[src/rtl/serial_subtractor_ctrl.sv]
// Bit-serial unsigned subtractor: computes a - b LSB first, one bit per clock,
// through a single 1-bit full subtractor cell. The result (diff, borrow_out, zero)
// is held between operations, and done pulses for one cycle when it is valid.

// 1-bit full subtractor cell: a - b - bin.
module full_subtractor (
    input  logic a,
    input  logic b,
    input  logic bin,
    output logic d,
    output logic bout
);
    assign d    = a ^ b ^ bin;
    assign bout = (~a & b) | (~(a ^ b) & bin);
endmodule

// state | meaning
// IDLE  | waiting for start, result held
// RUN   | one operand bit per clock, LSB first
// DONE  | result valid for one cycle, start accepted back-to-back
module serial_subtractor_ctrl #(
    parameter int WIDTH = 8
) (
    input  logic             clk,
    input  logic             rst,
    input  logic             start,
    input  logic [WIDTH-1:0] a,
    input  logic [WIDTH-1:0] b,
    output logic             busy,
    output logic             done,
    output logic [WIDTH-1:0] diff,
    output logic             borrow_out,
    output logic             zero
);
    localparam int CNT_W = $clog2(WIDTH);
    localparam logic [CNT_W-1:0] LAST_BIT = CNT_W'(WIDTH - 1);

    localparam logic [1:0] S_IDLE = 2'd0;
    localparam logic [1:0] S_RUN  = 2'd1;
    localparam logic [1:0] S_DONE = 2'd2;

    logic [1:0]       state_q, state_d;
    logic [WIDTH-1:0] a_sh_q, a_sh_d;
    logic [WIDTH-1:0] b_sh_q, b_sh_d;
    logic             borrow_q, borrow_d;
    logic [CNT_W-1:0] count_q, count_d;
    logic [WIDTH-1:0] diff_q, diff_d;
    logic             borrow_out_q, borrow_out_d;
    logic             zero_q, zero_d;

    logic cell_d;
    logic cell_bout;

    // Operands are shifted right each RUN cycle, so bit 0 of each shift
    // register always holds operand bit [count].
    full_subtractor u_cell (
        .a    (a_sh_q[0]),
        .b    (b_sh_q[0]),
        .bin  (borrow_q),
        .d    (cell_d),
        .bout (cell_bout)
    );

    // Next-state and datapath: accept in IDLE/DONE, one bit per cycle in RUN.
    always_comb begin
        state_d      = state_q;
        a_sh_d       = a_sh_q;
        b_sh_d       = b_sh_q;
        borrow_d     = borrow_q;
        count_d      = count_q;
        diff_d       = diff_q;
        borrow_out_d = borrow_out_q;
        zero_d       = zero_q;
        case (state_q)
            S_IDLE, S_DONE: begin
                if (start) begin
                    a_sh_d   = a;
                    b_sh_d   = b;
                    borrow_d = 1'b0;
                    count_d  = '0;
                    state_d  = S_RUN;
                end else begin
                    state_d  = S_IDLE;
                end
            end
            S_RUN: begin
                a_sh_d          = a_sh_q >> 1;
                b_sh_d          = b_sh_q >> 1;
                diff_d[count_q] = cell_d;
                borrow_d        = cell_bout;
                if (count_q == LAST_BIT) begin
                    // Counter parks at WIDTH-1; it is cleared on the next accept.
                    state_d      = S_DONE;
                    borrow_out_d = cell_bout;
                    zero_d       = (diff_d == '0);
                end else begin
                    count_d = count_q + 1'b1;
                end
            end
            default: state_d = S_IDLE;
        endcase
    end

    // State registers with synchronous reset; zero reflects the cleared diff.
    always_ff @(posedge clk) begin
        if (rst) begin
            state_q      <= S_IDLE;
            a_sh_q       <= '0;
            b_sh_q       <= '0;
            borrow_q     <= 1'b0;
            count_q      <= '0;
            diff_q       <= '0;
            borrow_out_q <= 1'b0;
            zero_q       <= 1'b1;
        end else begin
            state_q      <= state_d;
            a_sh_q       <= a_sh_d;
            b_sh_q       <= b_sh_d;
            borrow_q     <= borrow_d;
            count_q      <= count_d;
            diff_q       <= diff_d;
            borrow_out_q <= borrow_out_d;
            zero_q       <= zero_d;
        end
    end

    assign busy       = (state_q == S_RUN);
    assign done       = (state_q == S_DONE);
    assign diff       = diff_q;
    assign borrow_out = borrow_out_q;
    assign zero       = zero_q;

endmodule

[config.mk]
export PLATFORM = sky130hd
export DESIGN_NAME = serial_subtractor_ctrl
export DESIGN_NICKNAME = d
export VERILOG_FILES = /design/src/rtl/serial_subtractor_ctrl.sv
export SDC_FILE = /design/constraint.sdc
export NUM_CORES = 1
export LEC_CHECK = 0
export ABC_AREA = 0
export CORE_UTILIZATION = 47
export DETAILED_ROUTE_END_ITERATION = 6
export GPL_TIMING_DRIVEN = 1
export HOLD_SLACK_MARGIN = 0.02
export PLACE_DENSITY_LB_ADDON = 0.3
export SLEW_MARGIN = 15
export SYNTH_ARGS = -nofsm -noshare
export SYNTH_HDL_FRONTEND = slang
export SYNTH_SLANG_ARGS = --single-unit
[constraint.sdc]
create_clock -name clk -period 2.46 [get_ports clk]
set_input_delay 0.492 -clock clk [delete_from_list [all_inputs] [get_ports clk]]
set_output_delay 0.492 -clock clk [all_outputs]
set_load 0.1 [all_outputs]
==> flow_summary_export.csv, run 1 <==
group,metric,value,unit
run_status,status,"finished, final reports clean",
critical_path,timing.rr.start,"b_sh_q[0]",
synthesis,yosysWarnings,0,
sta,slew-limit-headroom,59.5,%
layout,final_core_utilization,64.1,%
cts,htreeDepth,2,
cts,cts_tree,"built",
detailed_routing,post_drt_via_cell_ratio,5.61,
detailed_routing,drtIter0Drc,50,
floorplanning,initial_core_util,50.4,%
floorplanning,die_area,3560,um^2
synthesis,syn-cell-area,1560,um^2
critical_path,slowest_stage,"fa_1",
sta,hold_viol_final,0,
place,routabilityCongestion,0.955,
hold_path,hold_class,"reg -> reg",
synthesis,yosysMostFrequentCell,"nor2_1",
critical_path,start_kind,"register",
global_routing,globalRouteOverflowTotal,0,
sta,post-route-period-util,87.5,%
floorplanning,io_pins,31,
detailed_routing,wl_per_cell,13.4,um
synthesis,synth_flop_cell,"dfxtp_1",
synthesis,syn-num-nets,197,
critical_path,endpoint_kind,"register",
sta,setup_tns,0,ns
hold_path,hold_depth,2,
critical_path,startpoint,"b_sh_q[0]",
cts,cts_hold_buf,0,
floorplanning,die_h,59.7,um
global_routing,grt_max_degree,34,
critical_path,crit_chain,"inv_1, fa_1, or4b_1, o32ai_1, a21oi_1, o41ai_2",
global_routing,grt_pass1_vias,1292,
synthesis,yosys-top-cells-area,"dfxtp_1 (41%), mux2i_1 (13%), nor2_1 (8.6%)",
sta,max_clock_freq,0.465,GHz
synthesis,synth_top_area_cell,"dfxtp_1",
cts,cts_inserted_buffers,5,
synthesis,synthDistinctLibCells,38,
critical_path,arrival,2.40,ns
cts,cts_setup_buffers,0,
detailed_routing,dr.pass1.iters,4,
synthesis,synth.avg_cell_area,8.94,um^2
critical_path,critPathMaxStageDelay,0.65,ns
job,cap_violations,0,
hold_path,worstHoldEndpoint,"borrow_q",
global_routing,antenna_found_initial,0,
sta,rsz0062_at_grt,"false",
layout,nNetsFinal,225,
sta,worst_slew_pin_slew,0.607,ns
global_routing,grt_use_total,21.9,%
cts,cts_buffer_depth,2,
critical_path,critPathRequiredTime,2.71,ns
cts,clk_latency,0.33,ns
detailed_routing,via_count,1392,
sta,min_period,2.15,ns
synthesis,ys_ff_latch,32,
sta,setup_viol,0,
cts,clock-sinks,32,
detailed_routing,ant_nets,0,
power_and_ir_drop,vdd_ir_drop_max,308,uV
synthesis,synth_cells,175,
sta,drv_slew,0,
critical_path,r2r_end,"zero",
place,hpwl,2350,um
place,port_buffers,30,
layout,antenna_cells,0,
global_routing,grt_first_pass_wirelength,5760,um
power_and_ir_drop,powerDensity,635,nW/um^2
synthesis,synthArstFlopShare,0,%
cts,clkSlewWorstSetupHoldPaths,0.10,ns
cts,cts_root_buf,"clkbuf_4",
critical_path,r2r_slack,0.31,ns
synthesis,synth_common_cells,"nor2_1 (36), dfxtp_1 (32), mux2i_1 (21), a211oi_1 (14), clkbuf_1 (9)",
layout,syn_to_final_growth,27.1,%
critical_path,path_class,"reg -> reg",
critical_path,r2r_cells,6,
synthesis,seq_area_frac_synth,41.0,%
floorplanning,rows,20,
hold_path,hp-start,"borrow_q",
synthesis,synth_top_area_share,41.0,%
detailed_routing,drc,0,
power_and_ir_drop,finalPower,1.26,mW
layout,layout-drive-gt1-share,14.7,%
cts,cts_resized,0,
floorplanning,fp.coreArea,3100,um^2
critical_path,cp_max_fo,12,
synthesis,synth_edf_count,0,
power_and_ir_drop,cellLeakagePower,0.793,nW
detailed_routing,finalWirelength,3340,um
floorplanning,die_w,59.7,um
sta,fin_skew,0.0118,ns
flip-flops by register name, indices dropped and copies added, names as in the netlist:
name,count
borrow_out,1
a_sh_q,8
zero,1
diff,8
state_q,2
borrow_q,1
count_q,3
b_sh_q,8
metrics by stage:
| step | setup slack, ns | cells | cell area [um^2] | hold slack, ns |
|---|---|---|---|---|
| 2_1_floorplan | 0.268 | 175 | 1560 | 0.455 |
| 3_3_place_gp | 0.424 | 240 | 1890 | 0.468 |
| 3_5_place_dp | 0.325 | 240 | 1890 | 0.479 |
| 4_1_cts | 0.288 | 248 | 1990 | 0.504 |
| 5_1_grt | 0.208 | 248 | 1990 | 0.532 |
| 6_report | 0.308 | 248 | 1990 | 0.502 |
critical path, delay by kind of cell, from the launching register on:
family | cells | cell delay (ns)
AOI/OAI and AO/OA | 3 | 0.51
adders and majority gates | 1 | 0.65
buffers and inverters | 1 | 0.06
DFF | 1 | 0.32
and+or+nand+nor | 1 | 0.53
routing by layer:
layer | wire length, um | track usage, % | share of wire, % | vias to the layer above
met5 | 0 | 0 | 0 | -
met4 | 61 | 8.31 | 1.8 | 0
met3 | 181 | 7.36 | 5.4 | 8
met2 | 1590 | 34.6 | 48 | 42
met1 | 1510 | 27.4 | 45 | 655
li1 | - | - | - | 687
how the worst max path moves through the flow:
stage / to
floorplan: diff[6]
global placement: zero
detailed placement: zero
CTS: zero
global route: zero
finish: zero
final cells by class:
class                      instances  area [um^2]
clock buffer                       7         65.1
timing repair buffer              35          333
tap                               44         55.1
fill                             280         1110
inverter                           5         18.8
multi-input combinational        124          846
clock inverter                     1         30.0
sequential                        32          641
cells by family (layout without fill, tap and decap cells):
kind of cell               after synthesis  in the layout  synth area share [%]
and+or+nand+nor                         65             65                  20.2
AOI/OAI and AO/OA                       34             34                  16.6
DFF                                     32             32                  41.0
muxes                                   22             22                  14.2
buffers and inverters                   19             48                  5.12
adders and majority gates                3              3                  2.88
where the power goes:
group	switching [mW]	internal, mW	total [mW]	leakage (nW)
logic	0.140	0.103	0.244	0.480
registers	0.0185	0.550	0.569	0.262
clock network	0.180	0.270	0.449	0.0515
placed cells by master (no fill, tap or decap), drive strengths merged, types with 2 or more instances in the layout:
master / instances
a21oi: 7
nor2: 36
a211oi: 15
nor3b: 2
clkbuf: 7
mux2i: 21
nor3: 8
o32a: 2
a22oi: 2
o31a: 2
inv: 4
nand2b: 3
dfxtp: 32
nand2: 2
buf: 17
ha: 2
clkdlybuf4s50: 18
nor2b: 3
nand4: 2
Power figures use the tool's default switching activity.
==> run 2: changes to the inputs <==
- CAP_MARGIN: default -> 20
==> results of run 2 <==
No change in the layout: final DEF, timing and power equal those of run 1.
==> run 3: changes to the inputs <==
- HOLD_SLACK_MARGIN: 0.02 -> default
- TNS_END_PERCENT: default -> 1
==> results of run 3 <==
No change in the layout: final DEF, timing and power equal those of run 1.
==> RTL change 1, RTL diff (settings of run 1) <==
Reset style: asynchronous (`rst`), changed in one clocked block. Comments in the files are not updated.
--- a/src/rtl/serial_subtractor_ctrl.sv
+++ b/src/rtl/serial_subtractor_ctrl.sv
@@ -102,7 +102,7 @@
     end
 
     // State registers with synchronous reset; zero reflects the cleared diff.
-    always_ff @(posedge clk) begin
+    always_ff @(posedge clk or posedge rst) begin
         if (rst) begin
             state_q      <= S_IDLE;
             a_sh_q       <= '0;
Check against the original RTL: differs if rst is asserted again (counterexample within 4 cycles, from zero or initial values and one cycle with rst high); with rst held inactive, the same outputs for 10 cycles.
==> RTL change 1 against run 1 <==
- sequential share of layout area rose by 7.4 points
- sequential cell count did not move
- setup slack improved by 240 ps
- design area rose by 1.9%
- routed wire length rose by 0.93%
- synthesized area rose by 5.1%
- highest routed layer unchanged
Power is not shown: default switching activity piles up to over one toggle a cycle in this logic, so the estimate is an artifact.
==> RTL change 1: results (changes against run 1) <==
qor: grt.grt_first_pass_wirelength 5440 um [-5.6%]
qor: critical_path.timing.critical_path.from state_q[1]$_DFFE_PP0P_
qor: final_layout.fillCellCount 317 [+13%]
qor: final_layout.drive_gt1_share 18.0% [+3.3 points]
qor: critical_path.crit_path_end busy
qor: timing.clock-skew-final 5.03 ps [-6.74 ps]
qor: placement.quantity_of_i_o_buffers_inserted_on_ports 30 [unchanged]
qor: critical_path.regToRegEndpoint zero$_DFFE_PP1P_
qor: drt.drtIter0Drc 93 [+86%]
qor: yosys.synth_top_cells_by_area sky130_fd_sc_hd__dfrtp_1 47%, sky130_fd_sc_hd__nand2_1 7.3%, sky130_fd_sc_hd__nor2_1 5.3%, sky130_fd_sc_hd__a31oi_1 4.9%, sky130_fd_sc_hd__mux2_2 4.8%
qor: critical_path.timing.setup.critical_path_class flop to primary output
qor: hold_path.timing.hold.worst.class input pin to asynchronous set/reset pin
qor: drt.post_drt_wl_per_cell 13.4 um [-0.28%]
qor: critical_path.timing.rr.start count_q[1]$_DFFE_PP0P_
qor: yosys.synth_cell_type_count 36 [-5.3%]
qor: yosys.synth.yosys.seq_area_share 48.8% [+7.8 points]
qor: critical_path.rrSetupSlack 580 ps [+270 ps]
qor: critical_path.cp.arrival 1420 ps [-980 ps]
qor: critical_path.critical_path.max_fanout 8 [-4]
qor: grt.grt_max_degree 33 [-2.9%]
qor: final_layout.multi_input_gate_share_of_total_cell_area 36.3% [-6.2 points]
qor: yosys.synth.mux.area_fraction 5.40% [-8.8 points]
qor: grt.groute.usage.overall 20.7% [-1.2 points]
qor: final_layout.clock_area_share 4.69% [-0.089 points]
qor: yosys.asyncSetResetFlopFracSynth 100% [+100 points]
qor: critical_path.worst_path_largest_cell_delay 380 ps [-270 ps]
qor: final_layout.seq_area_share 39.6% [+7.4 points]
qor: yosys.synth_adder_area_share 2.74% [-0.14 points]
qor: yosys.synthFlopType sky130_fd_sc_hd__dfrtp_1
qor: yosys.synth_compound_area_share 13.1% [-3.6 points]
qor: final_layout.inv_count 6 [+1]
qor: yosys.yosys-top-cells-count 32 x sky130_fd_sc_hd__nand2_1, 31 x sky130_fd_sc_hd__dfrtp_1, 23 x sky130_fd_sc_hd__nor2_1, 13 x sky130_fd_sc_hd__a31oi_1
qor: final_layout.finalNetCount 226 [+0.44%]
qor: drt.avgViaCountPerCell 5.34 [-4.9%]
qor: placement.gp_congestion 0.784 [-18%]
qor: placement.estimated_wirelength_of_the_detail_placed_design 2390 um [+1.4%]
qor: critical_path.path_delay_family buffers and inverters
qor: critical_path.crit_slowest_cell sky130_fd_sc_hd__dfrtp_1
qor: run_status.outcome finished clean
qor: final_layout.layout.comb_gates.multi_input 125 [+0.81%]
qor: final_layout.n_all_buffers 34 [-2.9%]
qor: final_layout.buffer_area_share 15.4% [-1.3 points]
qor: yosys.synth-xor-area-share 0.533% [+0.53 points]
qor: yosys.synth.net_count 196 [-0.51%]
==> RTL change 1: per-layer routing <==
layer | routed length, um | track usage, %
met4 | 79 | 10.4
met5 | 0 | 0
met1 | 1460 | 23.9
met2 | 1640 | 34.2
met3 | 179 | 7.14
==> RTL change 1: metrics by stage <==
stage / instance area (sq um) / setup WS [ps] / hold WS, ps / util [%] / cells
after floorplan: 1640 / 241 / 450 / - / 174
after global placement: 1930 / 633 / 466 / 57.9 / 243
after detailed placement: 1930 / 541 / 474 / 57.9 / 243
after CTS: 2030 / 535 / 501 / 60.7 / 251
after global routing: 2030 / 457 / 552 / 60.7 / 251
final: 2030 / 545 / 506 / 60.7 / 251
==> RTL change 1: worst min-delay path, stage by stage <==
cell	delay, ps
sky130_fd_sc_hd__clkdlybuf4s50_1	390
sky130_fd_sc_hd__inv_1	50
sky130_fd_sc_hd__buf_4	350
==> RTL change 2, RTL diff (config.mk and constraints of run 1) <==
Without the edit above. The parameter `WIDTH` goes from 8 to 16.
--- a/src/rtl/serial_subtractor_ctrl.sv
+++ b/src/rtl/serial_subtractor_ctrl.sv
@@ -19,7 +19,7 @@
 // RUN   | one operand bit per clock, LSB first
 // DONE  | result valid for one cycle, start accepted back-to-back
 module serial_subtractor_ctrl #(
-    parameter int WIDTH = 8
+    parameter int WIDTH = 16
 ) (
     input  logic             clk,
     input  logic             rst,
Ports: changed (resized a, b and diff); port bits go from 31 to 55. No check against the original RTL was run, so the function may have changed too.
==> RTL change 2 against run 1 <==
- synthesized cell count up 70%
- sequential cell count up 25
- final cell count rose by 68%
- critical path type is now flop to primary output
- design area increased by 62%
- critical path depth fell by 3
- setup slack better by 210 ps
- sequential share of layout area is 3.1 points higher
- largest power group unchanged
- routed wire length rose by 75%
- first-iteration DRC count grew to 2.7 times the old value
- total power grew 67%
- count of clock-buffer cells in the layout is 3 higher
- synthesized area is 63% higher
==> RTL change 2: results (changes against run 1) <==
qor: run_status.outcome finished clean
qor: critical_path.crit_path_end busy
qor: grt.groute.usage.overall 22.1% [+0.29 points]
qor: grt.met1_usage 27.8% [+0.32 points]
qor: power_and_ir_drop.switching_share 25.9% [-0.90 points]
qor: critical_path.cp.arrival 1450 ps [-950 ps]
qor: final_layout.buffer_area_share 16.6% [-0.16 points]
qor: power_and_ir_drop.p_seq_share 46.9% [+1.8 points]
qor: hold_path.hold_path.startpoint b_sh_q[4]$_SDFFE_PP0P_
qor: yosys.synth_adder_area_share 2.74% [-0.14 points]
qor: final_layout.layout.comb_gates.multi_input 211 [+70%]
qor: yosys.synth.yosys.seq_area_share 44.7% [+3.7 points]
qor: clock_network.h-tree-depth 3 [+1]
qor: final_layout.inv_count 6 [+1]
qor: clock_network.cts.clk_slew.worst_paths 70 ps [-30 ps]
qor: final_layout.register_area 1140 sq um [+78%]
qor: final_layout.seq_cell_count 57 [+78%]
qor: clock_network.cts_made_buffers 9 [+4]
qor: drt.drtIter0Drc 136 [+170%]
qor: yosys.synth-xor-area-share 0.343% [+0.34 points]
qor: drt.post_drt_wl_per_cell 14.0 um [+4.3%]
qor: clock_network.clock-root-buffer sky130_fd_sc_hd__clkbuf_8
qor: grt.grt_pass1_vias 2056 [+59%]
qor: power_and_ir_drop.ir_drop 0.380 mV [+23%]
qor: power_and_ir_drop.leakage 1.18 nW [+49%]
qor: yosys.synth_compound_area_share 21.8% [+5.2 points]
qor: placement.quantity_of_i_o_buffers_inserted_on_ports 54 [+80%]
qor: final_layout.multi_input_gate_share_of_total_cell_area 39.0% [-3.5 points]
qor: final_layout.fillCellCount 467 [+67%]
qor: drt.wl_met3 359 um [+98%]
qor: hold_path.timing.hold.worst_endpoint b_sh_q[4]$_SDFFE_PP0P_
qor: critical_path.r2r.worst_path.cells 7 [+1]
qor: yosys.synth_cell_type_count 40 [+5.3%]
qor: yosys.synth_top_cells_by_area sky130_fd_sc_hd__dfxtp_1 45%, sky130_fd_sc_hd__a22oi_1 9.4%, sky130_fd_sc_hd__a21oi_1 8.6%, sky130_fd_sc_hd__mux2i_1 5.5%, sky130_fd_sc_hd__nand2_1 5.3%
qor: final_layout.drive_gt1_share 14.1% [-0.58 points]
qor: timing.clock-skew-final 8.07 ps [-3.70 ps]
qor: critical_path.rrSetupSlack 530 ps [+220 ps]
qor: final_layout.n_all_buffers 59 [+69%]
qor: timing.worst-slew-pin-transition 772 ps [+165 ps]
qor: yosys.yosys-top-cells-count 57 x sky130_fd_sc_hd__dfxtp_1, 44 x sky130_fd_sc_hd__a21oi_1, 36 x sky130_fd_sc_hd__nand2_1, 33 x sky130_fd_sc_hd__nor2_1, 32 x sky130_fd_sc_hd__a22oi_1
qor: critical_path.crit_slowest_cell sky130_fd_sc_hd__dfxtp_1
qor: yosys.post_synth_inst_count 298 [+70%]
qor: grt.grt_util_met3 8.73% [+1.4 points]
RTL change 2: cell count changes after synthesis, moves of 4 or more:
cell	run 1	this run
sky130_fd_sc_hd__a211oi_1	14	0
sky130_fd_sc_hd__a21oi_1	7	44
sky130_fd_sc_hd__a22oi_1	2	32
sky130_fd_sc_hd__buf_2	4	10
sky130_fd_sc_hd__dfxtp_1	32	57
sky130_fd_sc_hd__mux2i_1	21	14
sky130_fd_sc_hd__nand2_1	2	36
sky130_fd_sc_hd__o21ai_0	1	5
RTL change 2: cells by family after synthesis:
kind of cell               count (synthesis)
and+or+nand+nor                          101
AOI/OAI and AO/OA                         90
DFF                                       57
buffers and inverters                     30
muxes                                     14
adders and majority gates                  5
xor gates and xnor gates                   1
RTL change 2: per-stage QoR:
step / worst slack [ps] / instance area (sq um) / hold slack, ps
finish: 521 / 3230 / 456
global route: 380 / 3230 / 473
CTS: 512 / 3230 / 457
detailed placement: 396 / 3050 / 448
global placement: 472 / 3050 / 442
floorplan: 292 / 2550 / 436
